--- src/rtl/px_sched_pkg.sv ---
// Shared types and helpers for the metaball pixel scheduler.
// Optional build macro: PX_SCHED_COLOR_EN selects a four-level colour ramp
// instead of the default black/white map.
package px_sched_pkg;

   typedef enum logic [2:0] {
      IDLE,
      ISSUE,
      GUARD,
      WAIT,
      WRITE,
      SWAP
   } state_t;

   // One integer pixel step in 17.15 fixed point.
   localparam logic [31:0] STEP = 32'h0000_8000;

   // RGB 4:4:4 colours used by the field-to-colour map.
   localparam logic [11:0] COL_WHITE  = 12'hfff;
   localparam logic [11:0] COL_ORANGE = 12'hf40;
   localparam logic [11:0] COL_DIM    = 12'h100;
   localparam logic [11:0] COL_BLACK  = 12'h000;

   // Maps a summed field value to a pixel colour. The 2*thresh comparison
   // is done at 33 bits so a large threshold never wraps.
   function automatic logic [11:0] color_map(input logic [31:0] field,
                                             input logic [31:0] thresh);
`ifdef PX_SCHED_COLOR_EN
      if ({1'b0, field} >= {thresh, 1'b0}) begin
         return COL_WHITE;
      end else if (field >= thresh) begin
         return COL_ORANGE;
      end else if (field >= (thresh >> 1)) begin
         return COL_DIM;
      end else begin
         return COL_BLACK;
      end
`else
      return (field >= thresh) ? COL_WHITE : COL_BLACK;
`endif
   endfunction

endpackage

--- src/rtl/px_sched.sv ---
// Metaball pixel scheduler: walks every pixel of a COLS x ROWS frame
// (column-major, y inner), strobes the evaluators, waits for all results,
// writes the thresholded colour into the back buffer and swaps buffers at
// the end of each frame. Movement requests are held until the swap so the
// balls never move part-way through a frame.
// Optional build macro: PX_SCHED_COLOR_EN (colour ramp instead of mono).
module px_sched
   import px_sched_pkg::*;
#(
   parameter int          N_BALLS = 2,
   parameter int          COLS    = 32,
   parameter int          ROWS    = 64,
   parameter logic [31:0] THRESH  = 32'h0000_8000
) (
   input  logic               clk,
   input  logic               rst,
   input  logic               run,
   input  logic               mov_req,
   input  logic [N_BALLS-1:0] vld,
   input  logic [31:0]        sum,
   output logic               px_stb,
   output logic [31:0]        p_x,
   output logic [31:0]        p_y,
   output logic               mov_en,
   output logic               w_en,
   output logic [9:0]         w_addr,
   output logic               w_mask,
   output logic [11:0]        din,
   output logic               swap_en,
   output logic               busy
);

   localparam logic [10:0] PIX_LAST = 11'(COLS * ROWS - 1);
   localparam logic [31:0] Y_LAST   = STEP * 32'(ROWS - 1);

   state_t      state_q;
   logic [31:0] p_x_q, p_y_q;
   logic [31:0] p_x_d, p_y_d;
   logic [10:0] k_q, k_d;
   logic        last_px;
   logic        pend_q, pend_d;
   logic [11:0] din_q, din_d;
   logic        px_stb_q, w_en_q, w_mask_q, swap_en_q, mov_en_q, busy_q;
   logic [9:0]  w_addr_q;

   // Next pixel position: y steps fastest, x steps when y wraps, and the
   // whole walk returns to the origin after the last pixel of the frame.
   always_comb begin
      last_px = (k_q == PIX_LAST);
      p_x_d   = p_x_q;
      p_y_d   = p_y_q + STEP;
      k_d     = k_q + 11'd1;
      if (last_px) begin
         p_x_d = '0;
         p_y_d = '0;
         k_d   = '0;
      end else if (p_y_q == Y_LAST) begin
         p_x_d = p_x_q + STEP;
         p_y_d = '0;
      end
   end

   // Pending movement: any request latches it, the swap consumes it, but a
   // request landing on the swap cycle itself survives into the next frame.
   always_comb begin
      din_d  = color_map(sum, THRESH);
      pend_d = pend_q | mov_req;
      if (state_q == SWAP) begin
         pend_d = mov_req;
      end
   end

   // Frame sequencer; every strobe is registered on the transition into the
   // state it belongs to so the outputs are glitch-free.
   always_ff @(posedge clk) begin
      if (rst) begin
         state_q   <= IDLE;
         p_x_q     <= '0;
         p_y_q     <= '0;
         k_q       <= '0;
         pend_q    <= 1'b0;
         din_q     <= '0;
         px_stb_q  <= 1'b0;
         w_en_q    <= 1'b0;
         w_addr_q  <= '0;
         w_mask_q  <= 1'b0;
         swap_en_q <= 1'b0;
         mov_en_q  <= 1'b0;
         busy_q    <= 1'b0;
      end else begin
         px_stb_q  <= 1'b0;
         w_en_q    <= 1'b0;
         swap_en_q <= 1'b0;
         mov_en_q  <= 1'b0;
         pend_q    <= pend_d;
         case (state_q)
            IDLE: begin
               if (run) begin
                  state_q  <= ISSUE;
                  px_stb_q <= 1'b1;
                  busy_q   <= 1'b1;
               end
            end
            ISSUE: begin
               state_q <= GUARD;
            end
            GUARD: begin
               state_q <= WAIT;
            end
            WAIT: begin
               if (&vld) begin
                  state_q  <= WRITE;
                  din_q    <= din_d;
                  w_en_q   <= 1'b1;
                  w_addr_q <= k_q[9:0];
                  w_mask_q <= k_q[10];
               end
            end
            WRITE: begin
               p_x_q <= p_x_d;
               p_y_q <= p_y_d;
               k_q   <= k_d;
               if (last_px) begin
                  state_q   <= SWAP;
                  swap_en_q <= 1'b1;
                  mov_en_q  <= pend_d;
               end else begin
                  state_q  <= ISSUE;
                  px_stb_q <= 1'b1;
               end
            end
            SWAP: begin
               if (run) begin
                  state_q  <= ISSUE;
                  px_stb_q <= 1'b1;
               end else begin
                  state_q <= IDLE;
                  busy_q  <= 1'b0;
               end
            end
            default: begin
               state_q <= IDLE;
               busy_q  <= 1'b0;
            end
         endcase
      end
   end

   assign px_stb  = px_stb_q;
   assign p_x     = p_x_q;
   assign p_y     = p_y_q;
   assign mov_en  = mov_en_q;
   assign w_en    = w_en_q;
   assign w_addr  = w_addr_q;
   assign w_mask  = w_mask_q;
   assign din     = din_q;
   assign swap_en = swap_en_q;
   assign busy    = busy_q;

endmodule

--- config.mk ---
export PLATFORM = sky130hd
export DESIGN_NAME = px_sched
export DESIGN_NICKNAME = d
export VERILOG_FILES = /design/src/rtl/px_sched_pkg.sv /design/src/rtl/px_sched.sv
export SDC_FILE = /design/constraint.sdc
export NUM_CORES = 1
export LEC_CHECK = 0
export ABC_CLOCK_PERIOD_IN_PS = 2450
export BUFFER_PORTS_ARGS = -buffer_cell sky130_fd_sc_hd__clkbuf_2
export CORE_MARGIN = 1
export CORE_UTILIZATION = 49
export DETAILED_ROUTE_END_ITERATION = 10
export PLACE_DENSITY = 0.77
export SLEW_MARGIN = 15
export SYNTH_ARGS = -nofsm -noshare
export SYNTH_HDL_FRONTEND = slang
export SYNTH_SLANG_ARGS = --single-unit
--- constraint.sdc ---
create_clock -name clk -period 2.45 [get_ports clk]
set_input_delay 0.245 -clock clk [delete_from_list [all_inputs] [get_ports clk]]
set_output_delay 0.245 -clock clk [all_outputs]
set_load 0.02 [all_outputs]
Word level (Yosys, flattened, before mapping)
Index checks and enable logic that the tools add are counted.
{"block": "classes", "n_reduce_logical": 12, "n_lt_le_gt_ge": 1, "mux": 20, "bitwise": 5, "n_eq_ne": 10, "n_addsub": 3}
{"cell": "32-bit two-way mux", "count": 4}
{"cell": "32-bit by 16-bit adder with 32-bit output, second input constant", "count": 2}
{"cell": "32-bit by 21-bit equality test with 1-bit output, second input constant", "count": 1}
{"cell": "32-bit by 16-bit greater-or-equal comparator with 1-bit output, second input constant", "count": 1}
{"cell": "3-bit case mux with 6 select lines", "count": 1}
{"cell": "12-bit two-way mux", "count": 1}
{"cell": "11-bit by 1-bit adder with 11-bit output, second input constant", "count": 1}
{"cell": "11-bit equality test, second input constant", "count": 1}
{"cell": "11-bit two-way mux", "count": 1}
{"cell": "3-bit two-way mux", "count": 3}
{"cell": "1-bit two-way mux", "count": 8}
{"cell": "3-bit by 2-bit equality test with 1-bit output, second input constant", "count": 2}
{"cell": "3-bit equality test, second input constant", "count": 2}
{"cell": "2-bit inequality test, second input constant", "count": 3}
{"cell": "2-bit AND reduction", "count": 3}
{"cell": "3-bit AND reduction", "count": 2}
{"cell": "2-bit OR reduction", "count": 3}
{"cell": "1-bit inverter", "count": 4}
{"cell": "4-bit OR reduction", "count": 1}
{"cell": "3-bit by 1-bit equality test with 1-bit output, second input constant", "count": 1}
{"cell": "3-bit zero test", "count": 1}
{"cell": "1-bit case mux with 3 select lines", "count": 1}
{"cell": "3-bit OR reduction", "count": 1}
{"cell": "1-bit case mux with 2 select lines", "count": 1}
{"cell": "2 further kinds", "count": 2}
{"block": "word_totals", "word_cells": 64, "input_bits": 38, "register_bits": 107, "output_inout_bits": 92}

Longest topological paths before layout
Gate-level depths: netlist (run 1).
{"block": "depth", "ltp_word": 4, "mapped_depth": 7, "depth_no_buf": 5}

Worst setup path after synthesis (run 1)
No wires, ideal clock.
{"block": "synth_path", "path_kind": "register to register", "from": "reg state_q[0]", "to": "reg p_x_q[16] (netlist: p_x[16])", "t_required_ns": 2.333, "period_less_slack_ns": 1.976, "n_path_buf": 3, "arrival_ns": 1.859, "stages_incl_launch_ff": 8, "path_slack_ns": 0.474, "setup_time_ns": 0.117, "cell_sequence": "dfxtp_1 -> buf_6 -> or3b_1 -> buf_2 -> o41a_1 -> buf_6 -> o31a_4 -> a32o_1"}
{"block": "synth_between", "elab_chain_cells": 2}
{"element": "from (decl)", "line_no": "px_sched.sv:36", "source": "state_t state_q;"}
{"element": "from (signal assigned)", "line_no": "px_sched.sv:77", "source": "state_q <= IDLE;"}
{"element": "from (signal assigned)", "line_no": "px_sched.sv:99", "source": "state_q <= ISSUE;"}
{"element": "from (signal assigned)", "line_no": "px_sched.sv:105", "source": "state_q <= GUARD;"}
{"element": "3-bit equality test", "line_no": "px_sched.sv:96", "source": "case (state_q)"}
{"element": "2-bit AND reduction (no line)"}
{"element": "to (signal assigned)", "line_no": "px_sched.sv:120", "source": "p_x_q <= p_x_d;"}
{"element": "to (decl)", "line_no": "px_sched.sv:37", "source": "logic [31:0] p_x_q, p_y_q;"}
No other way between the ends.
A chain may end at the register's enable or synchronous reset.

Final worst setup path (run 1)
{"block": "layout_path", "from": "reg p_x_q[15] (netlist: p_x[15])", "to": "reg p_x_q[29] (netlist: p_x[29])"}
{"block": "layout_between", "elab_chain_cells": 3}
{"element": "32-bit by 16-bit adder with 32-bit output", "line_no": "px_sched.sv:58", "source": "p_x_d = p_x_q + STEP;"}
{"element": "32-bit two-way mux", "line_no": "px_sched.sv:57", "source": "end else if (p_y_q == Y_LAST) begin"}
{"element": "32-bit two-way mux", "line_no": "px_sched.sv:53", "source": "if (last_px) begin"}
No other way between the ends. The select of a mux whose other input is x is not followed.

==> impl_metrics.toml, run 1 <==
[worst_hold_path]
hold_path_class = "primary input to register"
worstHoldStart = "mov_req"

[power_and_ir_drop]
switchingPower_w = 0.0005369
pwr-share-seq_pct = 48.6
powerDensity_mw_per_mm2 = 578.4
ir_worst_vdd_v = 0.0002874
internal_power_w = 0.001734
p_leak_nw = 1.590
p_comb_share_pct = 6.7
pwr-share-clk_pct = 44.6
swShare_pct = 23.64

[floorplanning]
row_count = 29
dieArea_mm2 = 0.007278
core_mm2 = 0.006531
die_h_um = 85.31
io_pins = 130
die_width_um = 85.31
start_util_pct = 52.07

[route]
routed_wirelength_um = 7282
dr.pass1.iters = 4
viasPerCell = 5.448
drt_iter0_drc = 158
wl_per_cell_um = 13.10
num_vias = 3029
drc = 0
antenna_left = 0

[sta]
fmax_mhz = 481.1
tns_ps = 0
relSlewSlack_pct = 62.26
rsz0062_at_grt = "false"
hold_viol_final = 0
setup-violations-final = 0
final.setup_skew_ps = 8.706
slew_violations = 0
period_needed_ps = 2078
worst_pin_slew_ps = 560.9
post-route-period-util_pct = 84.83

[synth]
ys.flop_type = "dfxtp_1"
syn_inst = 399
ys_ff_latch = 66
yosysSeqAreaShare_pct = 38.85
yosysWarnings = 0
syn_area_mm2 = 0.003401
avgSynthCellArea_um2 = 8.523
synth-edff-count = 0
ys_types = 47
synth-async-reset-ratio_pct = 0

[worst_setup_path]
reg2reg_from = "p_x[15]"
worstPathRequired_ps = 2720
crit_type = "register to register"
path_max_fanout = 9
cp-start-kind = "register"
crit_arrival_ps = 2350
startpoint = "p_x[15]"
endpoint_kind = "register"

[placed_design]
hpwlAfterDp_um = 5221
placedCellCount = 540
gp_congestion = 0.7998
io_buffers = 84

[clock_tree]
cts_resized = 0
holdBufCountCts = 0
clk_path_buf_depth = 2
cts_root_buf = "clkbuf_8"
cts-buffers-inserted = 9
post_cts_buffers = 0
cts_sinks = 66
cts_tree = "done"
clock_latency_ps = 340
cts.htree.levels = 3
clk_pin_slew_worst_paths_ps = 70

[cells_and_area]
nets = 515
stdcell_count = 556
area_delta_synth_final_pct = 15.45
layout_common_cells = "84 x clkbuf_2, 66 x dfxtp_1, 38 x nor2_1, 33 x nand2_1, 30 x conb_1"
n_antenna_cell = 0
final_common_cell = "clkbuf_2"
fillCellCount = 636
drive_gt1_share_pct = 23.38

[status]
status = "complete, no violations"

[global_route]
grt_use_total_pct = 20.74
grt_pass1_wl_um = 12180
grt_pass1_vias = 2680
antenna_found_initial = 0
grt_overflow_total = 0
grt_max_degree = 26

[flow_run]
cap_viol_max_count = 0
[per-stage QoR]
stage / utilization, % / setup WS [ps] / hold slack (ps) / total power (W) / cell area [um2]
finish: 60.11 / 371.6 / 128.0 / 0.002271 / 3926
global route: 60.11 / 156.0 / 140.6 / 0.002361 / 3926
CTS: 60.11 / 363.7 / 131.0 / 0.002284 / 3926
detailed placement: 56.76 / 395.1 / 472.3 / 0.001282 / 3707
global placement: 56.76 / 432.0 / 454.9 / 0.001277 / 3707
floorplan: - / 473.7 / 372.8 / 0.001280 / 3510
[path summary, 6_finish.rpt]
kind / slack [ps] / to / depth (start not counted)
setup / recovery: 370 / p_x[29] / 5
hold / removal: 130 / pend_q / 3
setup reg to reg: 370 / p_x[29] / 5
hold reg to reg: 480 / p_x[30] / 2
[critical path: stages, from the launching register on]
cell and delay [ps]:
dfxtp_1 400, ha_1 270, nor4bb_1 300, nand4_1 380, or4_1 520, a21oi_1 150
[layout make-up]
type / instances / area, um2 / share of cell area (%)
tap: 77 / 96.34 / 2.454
clock buffer: 11 / 141.4 / 3.601
clock inverter: 5 / 77.57 / 1.976
timing repair buffer: 95 / 503.0 / 12.81
sequential: 66 / 1321 / 33.65
inverter: 5 / 18.77 / 0.4780
multi-input combinational: 297 / 1768 / 45.03
[cell usage after synthesis, types with 9 or more instances]
cell type  number  area [um2]
buf_4          42       315.3
nand3_1        16       80.08
nor3_1         10       50.05
dfxtp_1        66        1321
nand2_1        33       123.9
a21oi_1        20       100.1
clkbuf_1       13       48.80
xor2_1          9       78.83
mux2i_1        19       190.2
or3_1          12       75.07
nand4_1        19       118.9
nor4_1         15       93.84
nor2_1         38       142.6
[per-layer routing]
| metal | track usage (%) | vias up | share of wire (%) | wire length [um] |
|---|---|---|---|---|
| met5 | 0 | - | 0 | 0 |
| met4 | 9.242 | 0 | 1.7 | 121 |
| met3 | 4.086 | 11 | 6.0 | 440 |
| met2 | 33.28 | 107 | 47 | 3388 |
| met1 | 27.15 | 1398 | 46 | 3332 |
| li1 | - | 1513 | - | - |
[cells by family (layout without fill, tap and decap cells)]
kind of cell,after synthesis,after routing,share of synthesized area (%)
other,1,30,0.1103
buffers and inverters,65,116,12.36
AOI/OAI and AO/OA,52,52,10.04
and+or+nand+nor,177,177,27.81
xor gates and xnor gates,16,16,4.121
adders and majority gates,3,3,1.104
DFF,66,66,38.85
muxes,19,19,5.592
[power by group through the flow]
stage | registers [W] | clock network (W) | logic, W
floorplan | 0.00113 | 0 | 0.000151
global placement | 0.00113 | 0 | 0.000149
detailed placement | 0.00113 | 0 | 0.000153
CTS | 0.00110 | 0.00103 | 0.000153
global route | 0.00111 | 0.00109 | 0.000167
finish | 0.00110 | 0.00101 | 0.000153
[registers in the layout (all words and copies together) (netlist names)]
name	cells
p_x	17
p_y	17
k_q	11
w_addr	10
state_q	3
busy	1
din	1
mov_en	1
pend_q	1
px_stb	1
swap_en	1
w_en	1
w_mask	1
Note: power is estimated with default switching activity, not from simulation.
==> run 2: changes to the inputs <==
--- a/config.mk
+++ b/config.mk
@@ -5,12 +5,12 @@
 export SDC_FILE = /design/constraint.sdc
 export NUM_CORES = 1
 export LEC_CHECK = 0
-export ABC_CLOCK_PERIOD_IN_PS = 2450
+export ABC_CLOCK_PERIOD_IN_PS = 1800
 export BUFFER_PORTS_ARGS = -buffer_cell sky130_fd_sc_hd__clkbuf_2
 export CORE_MARGIN = 1
-export CORE_UTILIZATION = 49
+export CORE_UTILIZATION = 44
 export DETAILED_ROUTE_END_ITERATION = 10
-export PLACE_DENSITY = 0.77
+export PLACE_DENSITY = 0.73
 export SLEW_MARGIN = 15
 export SYNTH_ARGS = -nofsm -noshare
 export SYNTH_HDL_FRONTEND = slang
==> constraint.sdc (replaced) <==
create_clock -name clk -period 1.8 [get_ports clk]
set_input_delay 0.18 -clock clk [delete_from_list [all_inputs] [get_ports clk]]
set_output_delay 0.18 -clock clk [all_outputs]
set_load 0.02 [all_outputs]
==> run 2 against run 1 <==
Effect of this change: via count increased by 5.7%; power increased by 29%; cell area rose by 10%; first-iteration DRC count fell by 27%; critical endpoint unchanged; largest cell class unchanged; largest power group unchanged.
==> impl_metrics.toml, run 2 (synthesis results as in run 1) <==
[placed_design]
io_buffers = 84
hpwlAfterDp_um = 5866
gp_congestion = 0.8042

[floorplanning]
core_mm2 = 0.007370
row_count = 31
io_pins = 130
die_h_um = 89.92
start_util_pct = 46.15
dieArea_mm2 = 0.008085
die_width_um = 89.92

[worst_setup_path]
cp_num_buf_inv = 2
endpoint_kind = "register"
path_delay_family = "simple AND/OR/NAND/NOR gates"
cp-start-kind = "register"
crit_type = "register to register"
cpMaxStageDelayCell = "or4_1"
startpoint = "p_y[26]"
reg2reg_from = "p_y[26]"
worstPathRequired_ps = 2070
crit_arrival_ps = 2050
path_max_fanout = 11
max_stage_delay_ps = 490
path_cells = "nor4_4 -> buf_4 -> nand4_1 -> buf_6 -> or4_1 -> a21oi_2"

[status]
status = "complete, no violations"

[cells_and_area]
layout_common_cells = "84 x clkbuf_2, 60 x dfxtp_1, 48 x buf_4, 38 x nor2_1, 33 x nand2_1"
n_antenna_cell = 0
final_common_cell = "clkbuf_2"
final_util_pct = 58.71
seqCellArea_mm2 = 0.001329
drive_gt1_share_pct = 32.37
multiInputGateArea_mm2 = 0.001856
fillCellCount = 652
area_delta_synth_final_pct = 27.23
nets = 555

[global_route]
grt_max_degree = 22
grt_overflow_total = 0
grt_pass1_wl_um = 13310
grt_use_total_pct = 19.98
antenna_found_initial = 0
grt_pass1_vias = 2992

[sta]
final.setup_skew_ps = 6.562
hold_viol_final = 0
fmax_mhz = 561.7
period_needed_ps = 1780
slew_violations = 0
post-route-period-util_pct = 98.91
rsz0062_at_grt = "true"
setup-violations-final = 0

[route]
routed_wirelength_um = 8098
drc = 0
antenna_left = 0
wl_per_cell_um = 13.10
dr.pass1.iters = 5
drt_iter0_drc = 116
num_vias = 3203
viasPerCell = 5.183

[clock_tree]
cts_root_buf = "clkbuf_8"
clk_path_buf_depth = 2
cts.htree.levels = 3
cts_tree = "done"
clock_latency_ps = 340
holdBufCountCts = 0
clk_pin_slew_worst_paths_ps = 70
cts_sinks = 66
cts-buffers-inserted = 9

[power_and_ir_drop]
ir_worst_vdd_v = 0.0005100
power_w = 0.002919
powerDensity_mw_per_mm2 = 674.7
p_leak_nw = 1.818

[worst_hold_path]
worstHoldStart = "mov_req"
hold_path_class = "primary input to register"

[flow_run]
cap_viol_max_count = 0
## run 2: cell count changes in the layout (fill, tap and decap cells not counted), moves of 3 or more
cell / delta
dfxtp_1: -6
buf_6: +3
dfxtp_2: +6
nor4_4: +3
nor4_1: -6
buf_4: +37
nor4_2: +3
## run 2: final cells by class
class / count / area share, %
multi-input combinational: 297 / 42.89
sequential: 66 / 30.71
timing repair buffer: 135 / 18.83
clock buffer: 10 / 2.950
tap: 99 / 2.863
clock inverter: 6 / 1.330
inverter: 5 / 0.4338
## run 2: metrics by stage
step	instances	setup slack, ps	setup TNS [ps]	instance area (um2)	hold slack [ps]
floorplan	428	-71.79	-830.9	3521	307.8
global placement	599	-49.12	-80.16	4024	402.1
detailed placement	599	-37.04	-85.21	4024	438.0
CTS	617	0.7874	0	4249	79.58
global route	618	-59.12	-313.4	4327	97.14
finish	618	19.56	0	4327	89.55
## run 2: worst paths after layout
kind         cells past startpoint  slack (ps)       to
max                              6          20  p_x[29]
min                              3          90   pend_q
max reg2reg                      6          20  p_x[29]
min reg2reg                      2         480  p_x[31]
## run 2: per-layer routing
metal,track usage (%),vias up,routed length (um)
li1,-,1595,-
met1,24.55,1506,3588
met2,34.04,91,4049
met3,3.553,11,352
met4,9.140,0,108
met5,0,-,0
## run 2: timing repair
action                     4_1_cts  5_1_grt
resized for setup                4       16
cloned                           0        0
pin swaps                        3        4
buffers inserted                 2        1
setup endpoints to repair        7       24
## run 2: tightest hold or removal path, cell delays in order
cell and delay, ps:
clkbuf_2 70, a21oi_1 40, nor2_1 90
## run 2: power by group
group	switching, W	internal, W
clock	0.000562	0.000630
combinational	0.000153	0.0000791
sequential	0.0000181	0.00148
total	0.000733	0.00219
